**config.mk**
```make
export PLATFORM = sky130hd
export DESIGN_NAME = pipeline_hazard_ctrl
export DESIGN_NICKNAME = d
export VERILOG_FILES = /design/src/rtl/cpu_types_pkg.sv /design/src/rtl/hazard_perf_counter.sv /design/src/rtl/pipeline_hazard_ctrl.sv
export SDC_FILE = /design/constraint.sdc
export NUM_CORES = 1
export LEC_CHECK = 0
export ABC_AREA = 1
export CORE_UTILIZATION = 44
export DETAILED_ROUTE_END_ITERATION = 6
export PLACE_DENSITY = 0.69
export SLEW_MARGIN = 20
export SYNTH_ARGS = -nofsm -noshare
export SYNTH_HDL_FRONTEND = slang
export SYNTH_SLANG_ARGS = --single-unit
```
**constraint.sdc**
```tcl
create_clock -name CLK -period 2.2 [get_ports CLK]
set_clock_uncertainty 0.1 [all_clocks]
set_input_delay 0.44 -clock CLK [delete_from_list [all_inputs] [get_ports CLK]]
set_output_delay 0.44 -clock CLK [all_outputs]
set_load 0.01 [all_outputs]
```
**src/rtl/cpu_types_pkg.sv**
```systemverilog
`default_nettype none
// ============================================================================
// Module      : cpu_types_pkg
// Description : Shared types for the 5-stage MIPS datapath and its hazard
//               control: register index, data word, next-PC select and the
//               hazard controller state.
// Revision    : 1.0 - initial release
// ============================================================================
package cpu_types_pkg;

  typedef logic [4:0]  regbits_t;
  typedef logic [31:0] word_t;

  // Next-PC source: sequential, jump target from ID, branch target from MEM
  typedef enum logic [1:0] {
    PC_NEXT   = 2'd0,
    PC_JUMP   = 2'd1,
    PC_BRANCH = 2'd2
  } pcsel_t;

  typedef enum logic [1:0] {
    RUN    = 2'd0,
    DWAIT  = 2'd1,
    HALTED = 2'd2
  } hzstate_t;

  // $zero never carries a real dependency
  localparam regbits_t c_REG_ZERO = 5'd0;

endpackage
`default_nettype wire

```
**src/rtl/hazard_perf_counter.sv**
```systemverilog
`default_nettype none
// ============================================================================
// Module      : hazard_perf_counter
// Description : Saturating event counter with synchronous clear. Sticks at
//               all-ones instead of wrapping.
// Revision    : 1.0 - initial release
// ============================================================================
module hazard_perf_counter #(
  parameter int CNT_W = 32
) (
  input  logic             clk_i,
  input  logic             clr_i,
  input  logic             inc_i,
  output logic [CNT_W-1:0] cnt_o
);

  localparam logic [CNT_W-1:0] c_ONE = {{(CNT_W-1){1'b0}}, 1'b1};
  localparam logic [CNT_W-1:0] c_MAX = {CNT_W{1'b1}};

  logic [CNT_W-1:0] cnt_q;
  logic [CNT_W-1:0] cnt_d;

  // Step on each event until the counter reaches all-ones
  always_comb begin
    cnt_d = cnt_q;
    if (inc_i && (cnt_q != c_MAX)) begin
      cnt_d = cnt_q + c_ONE;
    end
  end

  // Count register; clear acts as the synchronous reset
  always_ff @(posedge clk_i) begin
    if (clr_i) begin
      cnt_q <= '0;
    end else begin
      cnt_q <= cnt_d;
    end
  end

  assign cnt_o = cnt_q;

endmodule
`default_nettype wire

```
**src/rtl/pipeline_hazard_ctrl.sv**
```systemverilog
`default_nettype none
// ============================================================================
// Module      : pipeline_hazard_ctrl
// Description : Pipeline-register enable/flush and PC control for the 5-stage
//               MIPS datapath. Handles load-use stalls, dcache waits, branch
//               and jump flushes, icache misses and a sticky halt, and counts
//               stall and flush cycles.
// Revision    : 1.0 - initial release
// ============================================================================
module pipeline_hazard_ctrl
  import cpu_types_pkg::*;
#(
  parameter int CNT_W = 32
) (
  input  logic             CLK,
  input  logic             RST,
  input  logic             ihit,
  input  logic             dhit,
  input  logic [4:0]       idrsel1,
  input  logic [4:0]       idrsel2,
  input  logic             id_uses_rt,
  input  logic             idjmp,
  input  logic             exMemRead,
  input  logic [4:0]       exwsel,
  input  logic             memcuDRE,
  input  logic             memcuDWE,
  input  logic             mem_brtaken,
  input  logic             memcuHALT,
  output logic             pcW,
  output logic [1:0]       pc_sel,
  output logic             ifW,
  output logic             ifRST,
  output logic             idW,
  output logic             idRST,
  output logic             exW,
  output logic             exRST,
  output logic             memW,
  output logic             memRST,
  output logic             halt,
  output logic [CNT_W-1:0] stall_cnt,
  output logic [CNT_W-1:0] flush_cnt
);

  hzstate_t state_q;
  hzstate_t state_d;

  logic   dwait_req;
  logic   load_use;
  logic   pc_we;
  pcsel_t pc_src;
  logic   if_we, id_we, ex_we, mem_we;
  logic   if_fl, id_fl, ex_fl, mem_fl;
  logic   halt_w;
  logic   stall_inc;
  logic   flush_inc;

  // A memory op in MEM that the dcache has not finished freezes the whole pipe
  assign dwait_req = (memcuDRE | memcuDWE) & ~dhit;

  // Load in EX whose destination feeds the ID instruction; $zero is ignored
  assign load_use = exMemRead & (exwsel != c_REG_ZERO) &
                    ((exwsel == idrsel1) | (id_uses_rt & (exwsel == idrsel2)));

  // State register; reset aborts any wait or halt
  always_ff @(posedge CLK) begin
    if (RST) begin
      state_q <= RUN;
    end else begin
      state_q <= state_d;
    end
  end

  // Next state plus prioritized pipeline control decode
  always_comb begin
    state_d = state_q;
    pc_we   = 1'b1;
    pc_src  = PC_NEXT;
    if_we   = 1'b1;
    id_we   = 1'b1;
    ex_we   = 1'b1;
    mem_we  = 1'b1;
    if_fl   = 1'b0;
    id_fl   = 1'b0;
    ex_fl   = 1'b0;
    mem_fl  = 1'b0;
    halt_w  = 1'b0;

    if (memcuHALT) begin
      state_d = HALTED;
    end else begin
      case (state_q)
        RUN:     if (dwait_req) state_d = DWAIT;
        DWAIT:   if (dhit) state_d = RUN;
        HALTED:  state_d = HALTED;
        default: state_d = RUN;
      endcase
    end

    if (RST) begin
      pc_we  = 1'b0;
      if_fl  = 1'b1;
      id_fl  = 1'b1;
      ex_fl  = 1'b1;
      mem_fl = 1'b1;
    end else if (state_q == HALTED) begin
      pc_we  = 1'b0;
      if_we  = 1'b0;
      id_we  = 1'b0;
      ex_we  = 1'b0;
      mem_we = 1'b0;
      halt_w = 1'b1;
    end else if (dwait_req) begin
      // MEM/WB is written on the dhit cycle, so every stage holds here
      pc_we  = 1'b0;
      if_we  = 1'b0;
      id_we  = 1'b0;
      ex_we  = 1'b0;
      mem_we = 1'b0;
    end else if (mem_brtaken) begin
      // Kill the three younger instructions fetched down the wrong path
      pc_src = PC_BRANCH;
      if_fl  = 1'b1;
      id_fl  = 1'b1;
      ex_fl  = 1'b1;
    end else if (load_use) begin
      // One bubble; next cycle the load sits in MEM and forwarding covers it
      pc_we  = 1'b0;
      if_we  = 1'b0;
      id_fl  = 1'b1;
    end else if (idjmp) begin
      pc_src = PC_JUMP;
      if_fl  = 1'b1;
    end else if (!ihit) begin
      pc_we  = 1'b0;
      if_fl  = 1'b1;
    end
  end

  // A flushed stage is never also written
  assign ifW    = if_we  & ~if_fl;
  assign idW    = id_we  & ~id_fl;
  assign exW    = ex_we  & ~ex_fl;
  assign memW   = mem_we & ~mem_fl;
  assign ifRST  = if_fl;
  assign idRST  = id_fl;
  assign exRST  = ex_fl;
  assign memRST = mem_fl;
  assign pcW    = pc_we;
  assign pc_sel = pc_src;
  assign halt   = halt_w;

  // Performance events exclude reset cycles and freeze once halted
  assign stall_inc = ~RST & (state_q != HALTED) & ~pc_we;
  assign flush_inc = ~RST & (state_q != HALTED) & (if_fl | id_fl | ex_fl | mem_fl);

  hazard_perf_counter #(
    .CNT_W (CNT_W)
  ) u_stall_cnt (
    .clk_i (CLK),
    .clr_i (RST),
    .inc_i (stall_inc),
    .cnt_o (stall_cnt)
  );

  hazard_perf_counter #(
    .CNT_W (CNT_W)
  ) u_flush_cnt (
    .clk_i (CLK),
    .clr_i (RST),
    .inc_i (flush_inc),
    .cnt_o (flush_cnt)
  );

endmodule
`default_nettype wire

```
### Word-level counts from Yosys, hierarchy flattened

Cells that the tools add are included.
Widths: inputs -> output; s select.

| word-level totals | value |
|---|---|
| word-level logic and storage cells | 91 |
| input port bits | 26 |
| register bits after elaboration | 66 |
| output and inout port bits | 76 |

| cells by class | value |
|---|---|
| mux-type cells | 44 |
| $add $sub $neg | 2 |
| reductions and logical operators | 7 |
| bitwise logic cells | 23 |
| equality and inequality tests | 11 |

Operator list:

| operator | number |
|---|---|
| $add 32x1->32 const B | 2 |
| $ne 32x32->1 const B | 2 |
| $mux 1 | 36 |
| $mux 2 | 7 |
| $and 1x1->1 | 11 |
| $eq 5x5->1 | 2 |
| $not 1->1 | 7 |
| $ne 2x2->1 const B | 3 |
| $ne 3x3->1 const B | 2 |
| $pmux 2 s3 | 1 |
| $or 1x1->1 | 5 |
| $reduce_bool 5->1 | 1 |
| $reduce_and 2->1 | 2 |
| $eq 2x1->1 const B | 1 |
| $eq 2x2->1 const B | 1 |
| $logic_and 1x1->1 | 2 |
| $logic_not 2->1 | 1 |
| $reduce_or 2->1 | 1 |

### Longest topological paths before layout

| depth | value |
|---|---|
| word-level depth | 14 |
| gate-level depth with buffers | 14 |
| gate-level depth less buffers | 14 |

### By module

From an unflattened synthesis, not the netlist that was laid out.

| unflattened totals | value |
|---|---|
| cell total of the unflattened synthesis | 748 |
| area, all modules | 4600.7 um^2 |

By module, submodules not included:

| module | cells an instance | area an instance (um^2) | instances | sequential area each (um^2) |
|---|---|---|---|---|
| hazard_perf_counter | 324 | 2062.0 | 2 | 640.6 |
| pipeline_hazard_ctrl | 100 | 476.7 | 1 | 40.0 |

### Least setup slack after synthesis

No wires, ideal clock.

| timing path | value |
|---|---|
| path kind | flip-flop to flip-flop |
| from | register u_flush_cnt.cnt_q[1], in the netlist u_flush_cnt.cnt_o[1] |
| to | register u_flush_cnt.cnt_q[5], in the netlist u_flush_cnt.cnt_o[5] |
| path buffers | 1 |
| period minus slack after synthesis | 1.951 ns |
| cell stages (with the launch flop) | 11 |
| arrival time | 1.780 ns |
| required time | 2.029 ns |
| setup time | 0.071 ns |
| setup slack | 0.249 ns |
| cell sequence | dfxtp_1 > ha_1 > clkinv_1 > nor2_2 > nand2_2 > nor2_1 > nand2_2 > nand3_2 > buf_6 > nand2_2 > a21oi_2 |

| on the way | value |
|---|---|
| longest elaborated chain between the ends | 2 |
| elaborated cells between the ends (all ways) | 3 |
| classes of those cells | add/sub: 1; eq/ne: 1; reduce/logical: 1 |

Ends and longest elaborated chain:

| item | line | text |
|---|---|---|
| from (decl) | hazard_perf_counter.sv:20 | `logic [CNT_W-1:0] cnt_q;` |
| from (signal assigned) | hazard_perf_counter.sv:36 | `cnt_q <= cnt_d;` |
| branches (longest 2 deep; another with $add 32x1->32) | n/a |  |

Parallel ways; which one is timed is not known.
A chain may end at the register's enable or synchronous reset.

### Worst setup path after layout

| timing path | value |
|---|---|
| from | input mem_brtaken |
| to | output pc_sel[1] |

| on the way | value |
|---|---|
| longest elaborated chain between the ends | 4 |

Ends and longest elaborated chain:

| item | line | text |
|---|---|---|
| from (decl) | pipeline_hazard_ctrl.sv:27 | `input logic mem_brtaken,` |
| $mux 2 | pipeline_hazard_ctrl.sv:119 | `end else if (mem_brtaken) begin` |
| $mux 2 | pipeline_hazard_ctrl.sv:112 | `end else if (dwait_req) begin` |
| $mux 2 | pipeline_hazard_ctrl.sv:105 | `end else if (state_q == HALTED) begin` |
| $mux 2 | pipeline_hazard_ctrl.sv:99 | `if (RST) begin` |
| to (decl) | pipeline_hazard_ctrl.sv:30 | `output logic [1:0] pc_sel,` |

Every way passes these cells.

==> run metrics <==
Leak 2.433 nW; # setup viols final 0; final wirelength 14570 µm; Worst R2R Path Depth 9; synthesis warning total 0; Final HPWL DP 11060 µm; Pins Over Slew Limit 0; nets@finish 873; CTS tree built; worst hold endpoint state_q[0]; FF/Latch Area 0.001325 mm²; total routing usage reported by global routing 28.53%; final core utilization 64.21%; Post-Syn Area per Cell 6.387 µm²; Clock Pin Slew Worst Setup and Hold Paths 80 ps; Sink Count 66; Die Wd 102.5 µm; grt ovf 0; Worst Slack Setup Final 56.80 ps; layout overhead on the synthesized area 41.18%; CTS root buffer clkbuf_8; Synth Area in Compound Gates 8.162%; First DRT Iteration DRCs 219; outcome finished, final reports clean; Slowest cell on crit path clkdlybuf4s50_1; max_slew headroom 62.88%; Crit path largest cell delay 540 ps; CP Data Arrival Time 1600 ps; DRT Pass-1 Iters 5; most frequent cells in the layout 217 x nand2_1, 74 x nor2_1, 70 x clkdlybuf4s50_1, 63 x dfxtp_1, 60 x buf_4; main combinational cell family by area after synthesis simple AND/OR/NAND/NOR gates; # diodes 0; Via density 5.210; Critical Path Start Type primary input; Tightest Hold Check Type in -> reg; Clock Latency Late Sink 370 ps; R2R setup slack 140 ps; Layout fillers 944; Slew @ Worst Pin 552.6 ps; CP endpoint kind output port; Max clock buf depth 2; port buffer count 101; adder-cell area share of the yosys netlist 0.5629%; die area 0.01051 mm²; hold depth 2; Die H 102.5 µm; Finished Cell Area 0.006276 mm²; # hold bufs at CTS 0; # DRC 0; largest net degree at the start of global routing 44; maximum vdd drop 0.3480 mV; Boundary Pins 102; most common cell after layout, fill and taps aside nand2_1; Num CTS Buffers 9; HP Start dhit; RePlAce Congestion 0.9366; mux cell area share after synthesis 0%; Synth top area share 29.72%; Place WS -542.0 ps; synthesis-stage register bit count 66; Power per Cell Area 460.8 mW/mm²; vias in the first global route 4682; Syn Inst Count 696; Max Cap Viol 0; core area 0.009774 mm²; Vias 5121; layout cell share with drive strength beyond 1 17.88%; Fin Setup TNS 0 ps; cell area after synthesis 0.004446 mm²; Antenna Nets Post-Route 0; Tcrit/Tclk final 97.42%; Req. time, crit path 1660 ps; largest area contributor in the netlist dfxtp_1; CTS H-tree lvls 3; CP Class in -> out; initial core utilization 45.48%; Fin Hold WS 235.1 ps; area of the multi-input gates 0.002863 mm²; Final Critical Period 2143 ps; dpl cell area 0.005967 mm²; synth unique cells 32; CP cell instances clkdlybuf4s50_1, inv_1, buf_4, nor2_1, dlygate4sd2_1; final number of hold-violating endpoints 0; Area contributors post-synth dfxtp_1 30%, nand2_1 19%, xor2_1 7.9%; Reg-to-Reg End u_flush_cnt.cnt_o[17]; initial antenna violation count 0; R2R Path Start u_flush_cnt.cnt_o[16]; # rows 36; Syn Nets 724; Synth Area in XOR/XNOR 10.84%; crit path max fanout 4; Max Freq 0.4666 GHz; sequential share of the synthesized area 29.72%; global-route wire length before repair 23070 µm; simple-gate portion of the synthesized area 43.17%; WL/cell 14.82 µm
-- where the power goes --
group          switching [W]  internal [W]
clock               0.000546      0.000762
sequential        0.00000887       0.00120
combinational       0.000216      0.000156
total               0.000771       0.00212
-- through the flow --
stage	total power, W	instances
after floorplan	0.001426	696
after global placement	0.001602	962
after detailed placement	0.001609	962
after CTS	0.002901	982
after global routing	0.002995	983
final	0.002892	983
-- layout make-up --
cell class / instances / share of cell area (%)
clock buffers: 9 / 1.974
clock inverters: 7 / 1.974
flip-flops and latches: 66 / 21.11
inverters: 47 / 2.811
well taps: 133 / 2.652
multi-input cells: 554 / 45.61
repair buffers: 167 / 23.86
-- worst max path at each step --
stage	startpoint	endpoint	slack [ps]	cells past startpoint
2_1_floorplan	u_flush_cnt.cnt_o[1]	u_flush_cnt.cnt_o[5]	250	10
3_3_place_gp	exwsel[4]	idRST	-540	12
3_5_place_dp	exwsel[4]	idRST	-540	12
4_1_cts	state_q[1]	ifW	-50	8
5_1_grt	u_flush_cnt.cnt_o[16]	u_flush_cnt.cnt_o[17]	-10	9
6_report	mem_brtaken	pc_sel[1]	60	5
-- worst max-delay path: cells and delay by family --
family | cells | cell delay [ps]
simple gates | 1 | 80
buf+inv | 4 | 1080
-- cells by family after synthesis --
family	Yosys count
compound gates	65
xor+xnor	55
fa+ha+maj	2
buf+inv	76
flops	66
simple gates	432
-- cell usage after synthesis --
cell type and n:
a21oi_1 51, a21oi_2 10, and3_1 1, buf_1 1, buf_2 10, buf_4 4, buf_6 3, clkbuf_1 11
clkinv_1 1, dfxtp_1 66, ha_1 2, inv_1 39, inv_2 7, nand2_1 220, nand2_2 15, nand3_1 18
nand3_2 2, nand3b_1 5, nand4_1 44, nor2_1 81, nor2_2 2, nor2_4 1, nor3_1 33, nor3_2 2
nor3b_1 1, nor4_1 5, nor4_2 1, o21ai_0 3, o21ai_1 1, or2_1 1, xnor2_1 15, xor2_1 40
-- metal layers --
layer	share of wire, %	vias to the layer above	track usage [%]
met4	1.2	0	10.55
li1	-	2566	-
met5	0	-	0
met2	46	172	43.90
met3	5.4	18	3.661
met1	47	2365	40.62
-- registers in the layout, summed over array words and instances (netlist names) --
name and count:
u_flush_cnt.cnt_o 32, state_q 2, u_stall_cnt.cnt_o 32
-- timing repair --
action,CTS,global route
pin swaps,12,7
resized for setup,53,31
endpoints found under the setup margin,11,54
buffers inserted,4,1
cloned,0,0
Note: power is estimated with default switching activity, not from simulation.
